--- config.mk ---
export PLATFORM = sky130hd
export DESIGN_NAME = clk_ratio_meter_flat
export DESIGN_NICKNAME = d
export VERILOG_FILES = /design/src/rtl/clk_ratio_meter_if.sv /design/src/rtl/clk_ratio_meter.sv /design/src/flat_wrapper.sv
export SDC_FILE = /design/constraint.sdc
export NUM_CORES = 1
export LEC_CHECK = 0
export CAP_MARGIN = 25
export CORE_ASPECT_RATIO = 1.2
export CORE_MARGIN = 2
export CORE_UTILIZATION = 45
export CTS_BUF_LIST = sky130_fd_sc_hd__clkbuf_16
export CTS_CLUSTER_SIZE = 28
export DETAILED_ROUTE_END_ITERATION = 8
export PLACE_DENSITY = 0.76
export SETUP_SLACK_MARGIN = 0.05
export SLEW_MARGIN = 40
export SYNTH_ARGS = -nofsm -noshare
export SYNTH_HDL_FRONTEND = slang
export SYNTH_SLANG_ARGS = --single-unit
export TNS_END_PERCENT = 20
--- constraint.sdc ---
create_clock -name clk -period 2.1 [get_ports clk]
set_clock_uncertainty 0.05 [all_clocks]
set_input_delay 0.315 -clock clk [delete_from_list [all_inputs] [get_ports clk]]
set_output_delay 0.315 -clock clk [all_outputs]
set_load 0.05 [all_outputs]
--- src/rtl/clk_ratio_meter_if.sv ---
// Interface bundling the measurement controls and results of clk_ratio_meter.
//   en        : measurement enable (driven by the user)
//   sig_in    : signal under measurement, may be asynchronous to clk
//   period    : last rising-to-rising period in clk cycles
//   high_time : clk cycles the synchronized signal was high within that period
//   pow2      : period is a power of two
//   div_log2  : log2(period) when pow2 is set, else 0
//   valid     : one-cycle pulse when the result fields update
//   timeout   : no edge before the counter saturated; sticky until next edge
// Modports: master = the meter, slave = the consumer/stimulus side.
interface clk_ratio_meter_if #(
  parameter int unsigned CNT_W = 16
);
  localparam int unsigned LOG_W = $clog2(CNT_W);

  logic             en;
  logic             sig_in;
  logic [CNT_W-1:0] period;
  logic [CNT_W-1:0] high_time;
  logic             pow2;
  logic [LOG_W-1:0] div_log2;
  logic             valid;
  logic             timeout;

  modport master (
    input  en,
    input  sig_in,
    output period,
    output high_time,
    output pow2,
    output div_log2,
    output valid,
    output timeout
  );

  modport slave (
    output en,
    output sig_in,
    input  period,
    input  high_time,
    input  pow2,
    input  div_log2,
    input  valid,
    input  timeout
  );
endinterface

--- src/rtl/clk_ratio_meter.sv ---
// Measures the period (rising edge to rising edge) and high time of a slow
// clock/strobe in clk cycles, flags power-of-two ratios and reports a
// timeout when edges stop arriving.
//   clk : single clock, all logic on posedge
//   rst : synchronous reset, active low
//   bus : clk_ratio_meter_if master modport (en, sig_in in; results out)
module clk_ratio_meter #(
  parameter int unsigned CNT_W       = 16,
  parameter int unsigned SYNC_STAGES = 2
) (
  input logic                clk,
  input logic                rst,
  clk_ratio_meter_if.master  bus
);

  localparam int unsigned LOG_W = $clog2(CNT_W);
  localparam logic [CNT_W-1:0] CntOne  = CNT_W'(1);
  // One below saturation: the step into all-ones is the timeout step.
  localparam logic [CNT_W-1:0] CntLast = {{(CNT_W-1){1'b1}}, 1'b0};

  typedef enum logic [1:0] {StIdle, StArm, StMeas, StTout} state_e;

  state_e state_q, state_d;

  logic [SYNC_STAGES-1:0] sync_q;
  logic                   prev_q;
  logic                   s;
  logic                   edge_det;

  logic [CNT_W-1:0] cnt_q, cnt_d;
  logic [CNT_W-1:0] hcnt_q, hcnt_d;
  logic [CNT_W-1:0] period_q, period_d;
  logic [CNT_W-1:0] high_q, high_d;
  logic             pow2_q, pow2_d;
  logic [LOG_W-1:0] log2_q, log2_d;
  logic             valid_q, valid_d;
  logic             tout_q, tout_d;

  logic             cnt_pow2;
  logic [LOG_W-1:0] cnt_log2;

  // sync_q[0] takes the raw input; the last stage is the clk-domain copy.
  assign s        = sync_q[SYNC_STAGES-1];
  assign edge_det = s & ~prev_q;

  always_ff @(posedge clk) begin
    if (!rst) begin
      sync_q <= '0;
      prev_q <= 1'b0;
    end else begin
      sync_q <= {sync_q[SYNC_STAGES-2:0], bus.sig_in};
      prev_q <= s;
    end
  end

  // Power-of-two test on the running count; log2 is only kept when pow2.
  always_comb begin
    cnt_pow2 = (cnt_q != '0) && ((cnt_q & (cnt_q - CntOne)) == '0);
    cnt_log2 = '0;
    for (int unsigned i = 0; i < CNT_W; i++) begin
      if (cnt_q[i]) begin
        cnt_log2 = LOG_W'(i);
      end
    end
  end

  always_comb begin
    state_d  = state_q;
    cnt_d    = cnt_q;
    hcnt_d   = hcnt_q;
    period_d = period_q;
    high_d   = high_q;
    pow2_d   = pow2_q;
    log2_d   = log2_q;
    valid_d  = 1'b0;
    tout_d   = tout_q;

    if (!bus.en) begin
      // Disable wins over any simultaneous edge; results are held.
      state_d = StIdle;
      cnt_d   = '0;
      hcnt_d  = '0;
      tout_d  = 1'b0;
    end else begin
      unique case (state_q)
        StIdle: begin
          state_d = StArm;
        end
        StArm: begin
          if (edge_det) begin
            cnt_d   = CntOne;
            hcnt_d  = CntOne;
            state_d = StMeas;
          end
        end
        StMeas: begin
          if (edge_det) begin
            period_d = cnt_q;
            high_d   = hcnt_q;
            pow2_d   = cnt_pow2;
            log2_d   = cnt_pow2 ? cnt_log2 : '0;
            valid_d  = 1'b1;
            cnt_d    = CntOne;
            hcnt_d   = CntOne;
          end else begin
            cnt_d = cnt_q + CntOne;
            if (s) begin
              hcnt_d = hcnt_q + CntOne;
            end
            if (cnt_q == CntLast) begin
              tout_d  = 1'b1;
              state_d = StTout;
            end
          end
        end
        StTout: begin
          // Start of the span is unknown, so this edge only re-anchors.
          if (edge_det) begin
            tout_d  = 1'b0;
            cnt_d   = CntOne;
            hcnt_d  = CntOne;
            state_d = StMeas;
          end
        end
        default: begin
          state_d = StIdle;
        end
      endcase
    end
  end

  always_ff @(posedge clk) begin
    if (!rst) begin
      state_q  <= StIdle;
      cnt_q    <= '0;
      hcnt_q   <= '0;
      period_q <= '0;
      high_q   <= '0;
      pow2_q   <= 1'b0;
      log2_q   <= '0;
      valid_q  <= 1'b0;
      tout_q   <= 1'b0;
    end else begin
      state_q  <= state_d;
      cnt_q    <= cnt_d;
      hcnt_q   <= hcnt_d;
      period_q <= period_d;
      high_q   <= high_d;
      pow2_q   <= pow2_d;
      log2_q   <= log2_d;
      valid_q  <= valid_d;
      tout_q   <= tout_d;
    end
  end

  assign bus.period    = period_q;
  assign bus.high_time = high_q;
  assign bus.pow2      = pow2_q;
  assign bus.div_log2  = log2_q;
  assign bus.valid     = valid_q;
  assign bus.timeout   = tout_q;

endmodule
--- src/flat_wrapper.sv ---
// flat-port wrapper written by rule: the top's interface ports become plain ports
module clk_ratio_meter_flat 
#(
  parameter int unsigned CNT_W       = 16,
  parameter int unsigned SYNC_STAGES = 2
)
  (clk, rst, bus_en, bus_sig_in, bus_period, bus_high_time, bus_pow2, bus_div_log2, bus_valid, bus_timeout);
  clk_ratio_meter_if #(.CNT_W(CNT_W)) bus_i ();
  input logic clk;
  input logic rst;
  input wire logic [$bits(bus_i.en)-1:0] bus_en;
  input wire logic [$bits(bus_i.sig_in)-1:0] bus_sig_in;
  output wire logic [$bits(bus_i.period)-1:0] bus_period;
  output wire logic [$bits(bus_i.high_time)-1:0] bus_high_time;
  output wire logic [$bits(bus_i.pow2)-1:0] bus_pow2;
  output wire logic [$bits(bus_i.div_log2)-1:0] bus_div_log2;
  output wire logic [$bits(bus_i.valid)-1:0] bus_valid;
  output wire logic [$bits(bus_i.timeout)-1:0] bus_timeout;
  assign bus_i.en = bus_en;
  assign bus_i.sig_in = bus_sig_in;
  assign bus_period = bus_i.period;
  assign bus_high_time = bus_i.high_time;
  assign bus_pow2 = bus_i.pow2;
  assign bus_div_log2 = bus_i.div_log2;
  assign bus_valid = bus_i.valid;
  assign bus_timeout = bus_i.timeout;
  clk_ratio_meter #(.CNT_W(CNT_W), .SYNC_STAGES(SYNC_STAGES)) u_core (.clk(clk), .rst(rst), .bus(bus_i));
endmodule
# ---- Word level (Yosys, flattened, before mapping)
# Cells that the tools add are included.
dict set report word_totals {
  regBits 76
  inputBits 4
  elab_cells 71
  out_inout_bits 39
}
dict set report op_classes {
  reduce_logical 14
  eq_ne 9
  n_bitwise 3
  n_mux 31
  n_addsub 3
}
# cell count
set op_table {}
lappend op_table {{$mux W16} 4}
lappend op_table {{$pmux W16 S2} 2}
lappend op_table {{$mux W4} 9}
lappend op_table {{$add A16 B1 Y16 const B} 2}
lappend op_table {{$and A16 B16 Y16} 1}
lappend op_table {{$eq A16 B16 Y1 const B} 1}
lappend op_table {{$logic_not A16 Y1} 1}
lappend op_table {{$reduce_bool A16 Y1} 1}
lappend op_table {{$sub A16 B1 Y16 const B} 1}
lappend op_table {{$mux W3} 4}
lappend op_table {{$reduce_and A3 Y1} 4}
lappend op_table {{$mux W2} 5}
lappend op_table {{$ne A2 B1 Y1 const B} 3}
lappend op_table {{$pmux W2 S3} 1}
lappend op_table {{$mux W1} 5}
lappend op_table {{$eq A2 B2 Y1 const B} 2}
lappend op_table {{$reduce_and A2 Y1} 2}
lappend op_table {{$reduce_and A4 Y1} 1}
lappend op_table {{$reduce_bool A2 Y1} 2}
lappend op_table {{$ne A3 B1 Y1 const B} 1}
lappend op_table {{$eq A2 B1 Y1 const B} 1}
lappend op_table {{$logic_not A2 Y1} 1}
lappend op_table {{$ne A2 B2 Y1 const B} 1}
lappend op_table {{$pmux W1 S2} 1}
lappend op_table {{4 further kinds} 4}

# ---- Longest topological paths before layout
dict set report logic_depth {
  word_depth 16
  mapped_depth 8
  ltp_nobuf 7
}

# ---- Worst setup path before layout
# Ideal clock, no wire load.
dict set report synth_path {
  kind {flip-flop to flip-flop}
  startpoint {reg u_core.cnt_q[1]}
  endpoint {reg u_core.log2_q[3] (netlist: u_core.bus.div_log2[3])}
  stages_incl_launch_ff 9
  setup_slack_ns 0.211
  setup_time_ns 0.067
  arrival_time_ns 1.772
  n_path_buf 1
  path_cell_list {dfxtp_1 clkbuf_2 inv_1 ha_1 nor3b_1 nand3_1 a221o_1 a21o_1 o21ai_2}
}
dict set report synth_via {
  elab_chain_cells 5
  word_cells_on_any_way 6
  classes_between {1 x add/sub; 1 x mux; 1 x bitwise; 3 x reduce/logical}
}
# element line
set synth_rtl {}
lappend synth_rtl {{start, declared} clk_ratio_meter.sv:30} ;# logic [CNT_W-1:0] cnt_q, cnt_d;
lappend synth_rtl {{start signal, assigned} clk_ratio_meter.sv:145} ;# cnt_q <= cnt_d;
lappend synth_rtl {{$sub A16 B1 Y16} clk_ratio_meter.sv:58} ;# cnt_pow2 = (cnt_q != '0) && ((cnt_q & (cnt_q - CntOne)) == '0);
lappend synth_rtl {{$and A16 B16 Y16} clk_ratio_meter.sv:58}
lappend synth_rtl {{$logic_not A16 Y1} clk_ratio_meter.sv:58}
lappend synth_rtl {{$logic_and A1 B1 Y1 (*)} clk_ratio_meter.sv:58}
lappend synth_rtl {{$mux W4 (*)} clk_ratio_meter.sv:101} ;# log2_d = cnt_pow2 ? cnt_log2 : '0;
lappend synth_rtl {{end signal, assigned} clk_ratio_meter.sv:150} ;# log2_q <= log2_d;
lappend synth_rtl {{end, declared} clk_ratio_meter.sv:35} ;# logic [LOG_W-1:0] log2_q, log2_d;
# Mark *: on every way between the ends. The rest lies on a longest branch, timed or not.
# A chain may end at the register's enable or synchronous reset.

# ---- Worst setup path in the final report
dict set report layout_path {
  startpoint {reg u_core.hcnt_q[6]}
  endpoint {reg u_core.hcnt_q[15]}
}
dict set report layout_via {
  elab_chain_cells 4
}
# element line
set layout_rtl {}
lappend layout_rtl {{start, declared} clk_ratio_meter.sv:31} ;# logic [CNT_W-1:0] hcnt_q, hcnt_d;
lappend layout_rtl {{start signal, assigned} clk_ratio_meter.sv:146} ;# hcnt_q <= hcnt_d;
lappend layout_rtl {{$add A16 B1 Y16} clk_ratio_meter.sv:108} ;# hcnt_d = hcnt_q + CntOne;
lappend layout_rtl {{$mux W16} clk_ratio_meter.sv:107} ;# if (s) begin
lappend layout_rtl {{$mux W16} clk_ratio_meter.sv:97} ;# if (edge_det) begin
lappend layout_rtl {{$pmux W16 S2} clk_ratio_meter.sv:85} ;# unique case (state_q)
# Every way passes these cells. The select of a mux whose other input is x is not followed.

==> metrics.txt <==
outcome=complete, no violations; max incr delay on CP=about 0.53 ns; initial antenna violation count=0; final std cells w/o fill=~570; post-synthesis sequential area ratio=between 40% and 50%; post-DP HPWL=between 5 and 6 mm; clock root buffer=clkbuf_16; drt pass-1 iters=4; largest family of logic cells by synthesized area=simple AND/OR/NAND/NOR gates; post-synthesis simple-gate area fraction=about a quarter; number of buffers created by CTS=9; Area Overhead vs Synth=24.5%; max-cap check violation count=0; min Tclk post-route=just under 2 ns; Yosys warnings=0; Mapped Nets=roughly 450; Power Total=3.21 mW; Setup CP Type=register to register; xor-xnor portion of the synthesized cell area=under 10%; Hold Crit Class=register to register; ratio of cells with drive above 1 in the final layout=8.71%; Die W=about 85 um; Post-route DRC=0; Post-synth ARST share=0%; EDFF count, synth=0; Avg Inst Size Synth=8.18 um^2; overall routing resource usage=approximately a fifth; site row count=35; IO buf count=42; CTS tree=built; Gate Count Post-Synth=438; Final GP Congestion=between 0.9 and 1; vias=3210; worst relative slew slack=65.2%; Ports=43; final period utilization=94.0%; Syn Std Cell Area=about 3600 um^2; Max Fclk=approximately 510 MHz; pwr dens=around 720 nW/um^2; clk sinks=76; critical path peak fanout=7; first-pass GRT wire length=about 14 mm; largest area contributor in the synthesized netlist=dfxtp_1; Worst-path clk slew=0.06 ns; core area=between 7000 and 8000 um^2; n_diodes=0; Crit-path slowest cell=nor4_1; Clock Path Buffers=2; final hold violation count=0; WP data arrival=about 2.2 ns; H-tree levels=3; CP required=about 2.3 ns; DRT antenna net count=0; CP Launch Type=register; Cell Chain, Critical Path=and4_1 -> nand4_1 -> nor4_1 -> buf_4 -> xnor2_1 -> nor2_1; top-area cell type share of the netlist area=a little over two fifths; CTS Hold Bufs=0; setup TNS=0 ns; post-synthesis compound-gate area fraction=19.8%; number of distinct library cells after synthesis=52; pins over their slew limit=0; worst vdd ir=roughly 0.6 mV; RSZ-0062 raised after global routing=true; Die H=just over 100 um; Synth Area in Adders=1.75%; number of global-route vias before repair=3055; top post-synthesis cells by area=dfxtp_1 (42%), nand2_1 (9.0%), a21boi_0 (6.7%); Avg Vias per Cell=about 5.6; post-synthesis register bit count=between 70 and 80; Routed WL=~8.5 mm; proportion of synthesized area in mux cells=0.279%; DR iter-0 viols=around 190; layout net count=~490; Synth Flop Type=dfxtp_1; FILL cells=681; grt ovf=0; final setup fails=0; clk_lat worst skew=about 0.34 ns; Initial Util=a little under half; largest net degree at the start of global routing=38; placed cell count=between 500 and 600; routed length per instance=~15 um; Crit. End Element=register; Worst-Margin Slew=between 0.5 and 0.6 ns; static leakage=between 1 and 1.5 nW; die area=around 8700 um^2
critical path: cells and delay by family, from the launching register on:
kind | cells | cell delay, ns
buf+inv | 1 | 0.20
xor+xnor | 1 | 0.10
simple gates | 4 | 1.11
flops | 1 | 0.41
metrics by stage:
stage	utilization (%)	hold slack [ns]	setup slack, ns	area (um^2)
after global placement	53.6	0.379	0.176	4130
after global routing	57.9	0.408	0.00381	4460
after floorplan	-	0.362	0.211	3580
final	57.9	0.395	0.126	4460
after CTS	57.8	0.395	0.113	4460
after detailed placement	53.6	0.376	0.0452	4130
power breakdown:
group / switching (mW) / internal [mW] / leakage [nW]
clock: 0.636 / 1.05 / 0.154
combinational: 0.0428 / 0.0332 / 0.702
sequential: 0.00616 / 1.45 / 0.614
worst paths after layout:
path                                  startpoint                 to  slack, ns  depth (start not counted)
worst min-delay path            u_core.sync_q[0]   u_core.sync_q[1]       0.39                          1
worst min register to register  u_core.sync_q[0]   u_core.sync_q[1]       0.39                          1
worst max-delay path            u_core.hcnt_q[6]  u_core.hcnt_q[15]       0.13                          6
worst max register to register  u_core.hcnt_q[6]  u_core.hcnt_q[15]       0.13                          6
synth_stat cells, drive strengths merged, types with 11 or more instances:
master,number
nand4,14
a21boi,32
buf,12
clkbuf,19
a21oi,28
nand3,17
inv,14
o21ai,16
nor2,29
dfxtp,76
nand2,86
xnor2,11
flip-flops by register name (all words and copies together) (netlist names):
register and flops:
u_core.hcnt_q 16, u_core.bus.period 16, u_core.sync_q 2, u_core.bus.div_log2 4, u_core.state_q 2, u_core.bus.high_time 16
u_core.bus.valid 1, u_core.bus.pow2 1, u_core.bus.timeout 1, u_core.prev_q 1, u_core.cnt_q 16
timing repair:
| action | in CTS | in global routing |
|---|---|---|
| gates resized for setup | 1 | 2 |
| setup endpoints to repair | 2 | 10 |
| setup buffers | 0 | 0 |
| gates cloned | 0 | 0 |
layout make-up:
cell class	instances	area (um^2)	share of cell area, %
clock inverters	7	97.6	2.19
flip-flops and latches	76	1520	34.2
repair buffers	59	573	12.8
well taps	92	115	2.58
clock buffers	9	225	5.05
multi-input cells	317	1870	42.0
inverters	14	52.6	1.18
cell usage in the layout, fill, tap and decap left out, drive strengths merged, types with 3 or more instances in the layout:
cell type,Yosys,routed
ha,5,5
nand2b,4,4
and2,5,5
nor2,29,29
a21boi,32,32
a211oi,3,3
o21ai,16,16
nand4,14,14
nand2,86,86
nor3,5,5
inv,14,17
dfxtp,76,76
clkdlybuf4s50,0,42
clkbuf,19,9
nor4,7,7
xnor2,11,11
or3,10,10
buf,12,17
o31ai,5,5
a21oi,28,28
nand3,17,17
xor2,6,6
and3,5,5
cell families after synthesis:
group           after synthesis
compound gates              104
xor+xnor                     17
fa+ha+maj                     5
buf+inv                      45
flops                        76
mux                           1
simple gates                190
metal layers:
| metal | track usage, % | up-vias | wire length, um |
|---|---|---|---|
| met4 | 10.3 | 0 | 183 |
| met2 | 36.7 | 75 | 4300 |
| met5 | 0 | - | 0 |
| met3 | 3.59 | 16 | 327 |
| met1 | 24.6 | 1521 | 3670 |
| li1 | - | 1598 | - |
(Power assumes the default switching activity.)
